[src/rtl/leddc_serial_rx.sv]
// ============================================================================
// Module   : leddc_serial_rx
// Brief    : DAI serial deserializer writing 16-bit words into a double-banked
//            frame buffer; swaps banks and reports the display bank per frame.
// Revision : 1.0 - initial release
// ============================================================================
`default_nettype none

module leddc_serial_rx #(
  parameter int DATA_W          = 16,
  parameter int WORDS_PER_FRAME = 512,
  parameter int ADDR_W          = 9
) (
  input  logic              DCK,
  input  logic              rst,
  input  logic              DAI,
  input  logic              DEN,
  output logic              wr_en,
  output logic [ADDR_W:0]   wr_addr,
  output logic [DATA_W-1:0] wr_data,
  output logic              frame_done,
  output logic              disp_bank,
  output logic              frag_err
);

  localparam int                CNT_W    = (DATA_W > 1) ? $clog2(DATA_W) : 1;
  localparam logic [CNT_W-1:0]  LAST_BIT = CNT_W'(DATA_W - 1);
  localparam logic [ADDR_W-1:0] LAST_IDX = ADDR_W'(WORDS_PER_FRAME - 1);

  typedef enum logic [1:0] {
    S_IDLE   = 2'd0,
    S_SHIFT  = 2'd1,
    S_COMMIT = 2'd2
  } state_t;

  state_t              state_q,      state_d;
  logic [CNT_W-1:0]    bit_cnt_q,    bit_cnt_d;
  logic [DATA_W-1:0]   word_q,       word_d;
  logic [ADDR_W-1:0]   word_idx_q,   word_idx_d;
  logic                bank_q,       bank_d;
  logic                disp_bank_q,  disp_bank_d;
  logic                wr_en_q,      wr_en_d;
  logic [ADDR_W:0]     wr_addr_q,    wr_addr_d;
  logic [DATA_W-1:0]   wr_data_q,    wr_data_d;
  logic                frame_done_q, frame_done_d;
  logic                frag_err_q,   frag_err_d;

  always_ff @(posedge DCK) begin
    if (rst) begin
      state_q      <= S_IDLE;
      bit_cnt_q    <= '0;
      word_q       <= '0;
      word_idx_q   <= '0;
      bank_q       <= 1'b0;
      disp_bank_q  <= 1'b1;
      wr_en_q      <= 1'b0;
      wr_addr_q    <= '0;
      wr_data_q    <= '0;
      frame_done_q <= 1'b0;
      frag_err_q   <= 1'b0;
    end else begin
      state_q      <= state_d;
      bit_cnt_q    <= bit_cnt_d;
      word_q       <= word_d;
      word_idx_q   <= word_idx_d;
      bank_q       <= bank_d;
      disp_bank_q  <= disp_bank_d;
      wr_en_q      <= wr_en_d;
      wr_addr_q    <= wr_addr_d;
      wr_data_q    <= wr_data_d;
      frame_done_q <= frame_done_d;
      frag_err_q   <= frag_err_d;
    end
  end

  always_comb begin
    state_d      = state_q;
    bit_cnt_d    = bit_cnt_q;
    word_d       = word_q;
    word_idx_d   = word_idx_q;
    bank_d       = bank_q;
    disp_bank_d  = disp_bank_q;
    wr_en_d      = 1'b0;
    wr_addr_d    = wr_addr_q;
    wr_data_d    = wr_data_q;
    frame_done_d = 1'b0;
    frag_err_d   = 1'b0;

    case (state_q)
      S_IDLE: begin
        if (DEN) begin
          word_d    = '0;
          word_d[0] = DAI;
          bit_cnt_d = CNT_W'(1);
          state_d   = S_SHIFT;
        end
      end

      S_SHIFT: begin
        if (DEN) begin
          word_d[bit_cnt_q] = DAI;
          if (bit_cnt_q == LAST_BIT) begin
            // Outputs are registered here so they are valid during COMMIT.
            bit_cnt_d    = '0;
            state_d      = S_COMMIT;
            wr_en_d      = 1'b1;
            wr_addr_d    = {bank_q, word_idx_q};
            wr_data_d    = word_d;
            frame_done_d = (word_idx_q == LAST_IDX);
          end else begin
            bit_cnt_d = bit_cnt_q + CNT_W'(1);
          end
        end else begin
          bit_cnt_d  = '0;
          frag_err_d = 1'b1;
          state_d    = S_IDLE;
        end
      end

      S_COMMIT: begin
        if (frame_done_q) begin
          word_idx_d  = '0;
          disp_bank_d = bank_q;
          bank_d      = ~bank_q;
        end else begin
          word_idx_d = word_idx_q + ADDR_W'(1);
        end
        if (DEN) begin
          word_d    = '0;
          word_d[0] = DAI;
          bit_cnt_d = CNT_W'(1);
          state_d   = S_SHIFT;
        end else begin
          state_d = S_IDLE;
        end
      end

      default: begin
        state_d   = S_IDLE;
        bit_cnt_d = '0;
      end
    endcase
  end

  assign wr_en      = wr_en_q;
  assign wr_addr    = wr_addr_q;
  assign wr_data    = wr_data_q;
  assign frame_done = frame_done_q;
  assign disp_bank  = disp_bank_q;
  assign frag_err   = frag_err_q;

endmodule

`default_nettype wire

[config.mk]
export PLATFORM = sky130hd
export DESIGN_NAME = leddc_serial_rx
export DESIGN_NICKNAME = d
export VERILOG_FILES = /design/src/rtl/leddc_serial_rx.sv
export SDC_FILE = /design/constraint.sdc
export NUM_CORES = 1
export LEC_CHECK = 0
export ABC_AREA = 1
export BUFFER_PORTS_ARGS = -buffer_cell sky130_fd_sc_hd__clkbuf_2
export CORE_MARGIN = 4
export CORE_UTILIZATION = 33
export DETAILED_ROUTE_END_ITERATION = 12
export SYNTH_ARGS = -nofsm -noshare
export SYNTH_HDL_FRONTEND = slang
export SYNTH_SLANG_ARGS = --single-unit
export TNS_END_PERCENT = 50
[constraint.sdc]
create_clock -name DCK -period 4 [get_ports DCK]
set_input_delay 0.4 -clock DCK [delete_from_list [all_inputs] [get_ports DCK]]
set_output_delay 0.4 -clock DCK [all_outputs]
set_load 0.03 [all_outputs]
==> results of run 1 <==
==> cell families (layout without fill, tap and decap cells) <==
family | Yosys count | in the layout | synth area share
buf+inv | 39 | 75 | 0.0723
fa+ha+maj | 6 | 6 | 0.0293
xor+xnor | 1 | 1 | 0.00342
compound gates | 67 | 67 | 0.135
simple gates | 167 | 167 | 0.283
flops | 61 | 61 | 0.477
==> layout by cell type (no fill, tap or decap), types with 3 or more instances in the layout <==
cell type | synthesis | final
nand2_1 | 90 | 90
inv_2 | 3 | 3
clkbuf_8 | 0 | 11
dfxtp_1 | 61 | 61
inv_1 | 19 | 19
nor2_1 | 30 | 30
clkinv_2 | 1 | 3
o21ai_0 | 33 | 33
ha_1 | 6 | 6
a21oi_1 | 29 | 29
nand3_1 | 25 | 25
nand2_2 | 10 | 10
nor3_1 | 3 | 3
clkbuf_2 | 0 | 33
==> state kept, by name, summed over array words and instances, names as in the netlist <==
| signal | count |
|---|---|
| frame_done | 1 |
| wr_en | 1 |
| word_q | 15 |
| disp_bank | 1 |
| frag_err | 1 |
| wr_addr | 10 |
| bit_cnt_q | 4 |
| bank_q | 1 |
| wr_data | 16 |
| word_idx_q | 9 |
| state_q | 2 |
==> per-layer routing <==
metal	share of wire	global-route usage	wire, µm
met1	0.52	0.179	2900
met2	0.42	0.187	2350
met3	0.041	0.0305	232
met4	0.025	0.0770	139
met5	0	0	0
==> cells in the mapped netlist (2+ instances only) <==
| cell | number | share of area |
|---|---|---|
| buf_4 | 4 | 0.012 |
| buf_2 | 3 | 0.0059 |
| nor2_2 | 2 | 0.0049 |
| inv_2 | 3 | 0.0044 |
| nand4_1 | 2 | 0.0049 |
| clkbuf_1 | 5 | 0.0073 |
| ha_1 | 6 | 0.029 |
| nand2_1 | 90 | 0.13 |
| nor3_1 | 3 | 0.0059 |
| nand2_2 | 10 | 0.024 |
| inv_1 | 19 | 0.028 |
| nand3_1 | 25 | 0.049 |
| o21ai_0 | 33 | 0.064 |
| nor2_1 | 30 | 0.044 |
| a21oi_1 | 29 | 0.057 |
| dfxtp_1 | 61 | 0.48 |
| nand2_4 | 2 | 0.0088 |
==> per-stage QoR <==
step | utilization | hold WS, ns | total power, µW
after detailed placement | 0.374 | 0.456 | 669
after CTS | 0.404 | 0.327 | 1290
after floorplan | - | 0.438 | 656
after global routing | 0.404 | 0.364 | 1320
final | 0.404 | 0.345 | 1270
after global placement | 0.374 | 0.451 | 668
==> worst paths after layout <==
kind	endpoint	slack, ns
setup / recovery	bank_q$_SDFFE_PP0P_	1.94
setup reg to reg	wr_data[3]$_SDFFE_PP0P_	2.16
hold / removal	wr_data[15]$_SDFFE_PP0P_	0.35
hold reg to reg	word_q[6]$_SDFFE_PP0P_	0.47
==> critical path, cell delays in order <==
cell,delay (ns)
clkbuf_2,0.40
clkinv_1,0.74
nand2_2,0.41
o21ai_0,0.17
o21ai_1,0.11
inv_1,0.04
==> area by class of cell <==
class / instances / area (µm²) / area share
Sequential cell: 61 / 1220 / 0.408
Tap cell: 99 / 124 / 0.0413
Multi-Input combinational cell: 241 / 1150 / 0.385
Inverter: 26 / 106 / 0.0355
Clock inverter: 4 / 70.1 / 0.0234
Clock buffer: 12 / 155 / 0.0518
Timing Repair Buffer: 33 / 165 / 0.0551
==> report_power, final <==
group / switching, µW / internal [µW]
clock network: 235 / 383
registers: 3.60 / 610
logic: 31.8 / 9.29
==> out/summary.txt, run 1 <==
fin crit period: 2.06 ns
Antenna Nets Post-Route: 0
DRT iter0 DRCs: 120
Rows: 31
crit end category: flop
peak supply drop: 0.000164 V
# nets final: 382
# port buffers: 33
first-pass GRT wire length: 9280 µm
Post-Place Setup Slack: 1.58 ns
Mapped Nets: 351
clk slew on worst S/H paths: 0.07 ns
Post-synth EDFFs: 0
Arr. time, crit path: 2.29 ns
Final WS setup: 1.94 ns
gr ovfl total: 0
Final period util: 0.514
Post-DP HPWL: 3890 µm
CORE AREA: 0.00741 mm²
final setup TNS: 0 ns
cell count after synthesis: 341
Worst Path Required: 4.23 ns
starting density of the core: 0.346
crit-path max FO: 28
crit path kind: primary input to flop
number of gates resized after cts: 0
pwr/cell area: 425 mW/mm²
Seq cells post-synth: 61
dpl cell area: 0.00277 mm²
antenna cells: 0
via count: 2225
sequential element share of the synthesized area: 0.477
clk sinks: 61
H-tree depth: 3
Non-Filler Instances: 476
final WL: 5620 µm
Yosys cell types: 31
DP Cell Count: 460
Post-CTS Setup Inserts: 0
setup violators final: 0
RSZ-0062 raised after global routing: false
drt wl/cell: 11.8 µm
Fmax achieved: 0.486 GHz
Slew @ Worst Pin: 0.737 ns
layout cells sized above 1: 0.186
fin. max-slew vios: 0
Design Area, Final: 0.00300 mm²
die area: 0.00923 mm²
Area Overhead vs Synth: 17.0%
final hold vios: 0
Residual DRC: 0
Yosys warnings: 0
cell at the root of the clock tree: clkbuf_8
outcome: finished, final reports clean
TritonCTS buffer count: 9
vias in the first global route: 2032
maximum clock insertion buffer count: 2
Cell Area, Synth: 0.00256 mm²
Critical path origin: rst
final clock skew: 0.00809 ns
cells on worst reg2reg path: 9
CTS tree: done
total track usage: 0.131
Die Height: 96.1 µm
Startpoint Class: primary input
initial antenna violation count: 0
drt pass-1 iters: 4
share of flip-flops with an asynchronous set or reset: 0
die width: 96.1 µm
cts hold-fix bufs: 0
clk_lat worst skew: 0.33 ns
I/O pins: 34
worst min path class: primary input to flop
Avg Synthesized Cell Area: 7.51 µm²
HP Start: DAI
Max Cap Viol: 0
Slew HR: 0.506
ys flop type: dfxtp_1
RR Startpoint: bit_cnt_q[1]$_SDFFE_PP0P_
P_leak: 0.00128 µW
largest net degree at the start of global routing: 29
vias per cell: 4.67
hold depth: 3
# fillers: 749
Final GP Congestion: 0.797
Note: power is estimated with default switching activity, not from simulation.
==> inputs of run 2 (changes only) <==
Clock period 4 ns to 1.75 ns, I/O delays scaled along.
==> out/summary.txt, run 2 (same netlist as run 1, synthesis figures left out) <==
CORE AREA: 0.00741 mm²
antenna cells: 0
die area: 0.00923 mm²
final hold vios: 0
Max Cap Viol: 0
total track usage: 0.136
R2R Setup Slk: 0.19 ns
Final GP Congestion: 0.833
vias in the first global route: 2021
P_leak: 0.00128 µW
Area Overhead vs Synth: 17.7%
Residual DRC: 0
final setup TNS: 0 ns
crit path kind: flop to flop
Final WS setup: 0.186 ns
peak supply drop: 0.000353 V
H-tree depth: 3
cell at the root of the clock tree: clkbuf_8
initial antenna violation count: 0
crit-path max FO: 21
worst r2r dst: wr_addr[0]$_SDFFE_PP0P_
WHS Endpoint: wr_data[15]$_SDFFE_PP0P_
cells on worst reg2reg path: 7
most frequent cells in the layout: nand2_1 (90), dfxtp_1 (60), o21ai_0 (33), clkbuf_2 (33), nor2_1 (30)
starting density of the core: 0.346
first-pass GRT wire length: 9510 µm
Final period util: 0.894
register area: 0.00122 mm²
RSZ-0062 raised after global routing: false
Startpoint Class: flop
hold depth: 3
clk sinks: 61
CTS tree: done
flip-flop count of the largest register after layout: 16
crit end category: flop
Layout Utilization: 0.407
Slew HR: 0.707
maximum clock insertion buffer count: 2
outcome: finished, final reports clean
footprint of the multi-input gates: 0.00116 mm²
DRT iter0 DRCs: 75
via count: 2236
clk_lat worst skew: 0.34 ns
# fillers: 775
cts hold-fix bufs: 0
drt pass-1 iters: 4
HP Start: DAI
fin crit period: 1.56 ns
Slew @ Worst Pin: 0.437 ns
vias per cell: 4.66
die width: 96.1 µm
setup violators final: 0
hold slack: 0.0971 ns
clk slew on worst S/H paths: 0.07 ns
# nets final: 387
# port buffers: 33
fin. max-slew vios: 0
Antenna Nets Post-Route: 0
Arr. time, crit path: 1.80 ns
final WL: 5690 µm
Post-DP HPWL: 3990 µm
Die Height: 96.1 µm
layout cells sized above 1: 0.202
most common cell after layout, fill and taps aside: nand2_1
pwr/cell area: 919 mW/mm²
Rows: 31
Fmax achieved: 0.639 GHz
I/O pins: 34
TritonCTS buffer count: 9
gr ovfl total: 0
Post-Place Setup Slack: 0.154 ns
Worst Path Required: 1.99 ns
RR Startpoint: bit_cnt_q[0]$_SDFFE_PP0P_
final clock skew: 0.0107 ns
Power, Total: 2770 µW
drt wl/cell: 11.9 µm
largest net degree at the start of global routing: 23
worst min path class: primary input to flop
==> run 2: cell types whose count changed in the layout (fill, tap and decap cells not counted) <==
cell	previous run	this run
clkinvlp_4	0	1
ha_1	6	5
buf_4	0	5
ha_2	0	1
bufinv_16	2	1
dfxtp_1	61	60
inv_4	1	0
clkbuf_1	1	0
inv_6	0	1
dfxtp_2	0	1
==> run 2: per-stage QoR <==
step,instances,area (µm²)
floorplan,341,2560
global placement,465,2810
detailed placement,465,2810
CTS,480,3010
global route,480,3010
finish,480,3010
==> run 2: power breakdown <==
| group | switching, µW | internal (µW) | leakage (µW) |
|---|---|---|---|
| Combinational | 73.7 | 26.7 | 0.000688 |
| Clock | 545 | 722 | 0.000101 |
| Sequential | 7.97 | 1400 | 0.000492 |
| Total | 626 | 2140 | 0.00128 |
==> run 2: final cells by class <==
cell class / instances / area share
clock buffer: 11 / 0.0502
clock inverter: 4 / 0.0158
tap: 99 / 0.0411
inverter: 26 / 0.0361
timing repair buffer: 38 / 0.0672
sequential: 61 / 0.406
multi-input combinational: 241 / 0.384
==> run 2: worst max path at each step <==
| stage | start | to | slack [ns] | cells past startpoint |
|---|---|---|---|---|
| after floorplan | bit_cnt_q[1]$_SDFFE_PP0P_ | wr_data[10]$_SDFFE_PP0P_ | 0.37 | 10 |
| after global placement | bit_cnt_q[0]$_SDFFE_PP0P_ | wr_addr[0]$_SDFFE_PP0P_ | 0.15 | 7 |
| after detailed placement | bit_cnt_q[0]$_SDFFE_PP0P_ | wr_data[4]$_SDFFE_PP0P_ | 0.15 | 9 |
| after CTS | bit_cnt_q[0]$_SDFFE_PP0P_ | wr_data[4]$_SDFFE_PP0P_ | 0.14 | 9 |
| after global routing | bit_cnt_q[0]$_SDFFE_PP0P_ | wr_addr[0]$_SDFFE_PP0P_ | 0.006 | 7 |
| final | bit_cnt_q[0]$_SDFFE_PP0P_ | wr_addr[0]$_SDFFE_PP0P_ | 0.19 | 7 |
==> run 2: what timing repair did <==
action / CTS / global route
endpoints found under the setup margin: 0 / 14
resized for setup: 0 / 3
setup buffers: 0 / 0
endpoints found under the hold margin: 0 / 0
==> run 2: critical path, stage by stage, from the launching register on <==
cell and delay [ns]:
dfxtp_1 0.42, ha_2 0.24, nand2_1 0.09, nor2_2 0.18
nand2_4 0.08, buf_4 0.21, o21ai_0 0.20, nor2_1 0.05
==> run 2: layer usage <==
metal / vias up / wire, µm / GRT usage
met5: - / 0 / 0
met1: 1006 / 2850 / 0.177
li1: 1183 / - / -
met2: 38 / 2420 / 0.201
met4: 0 / 108 / 0.0675
met3: 9 / 315 / 0.0430
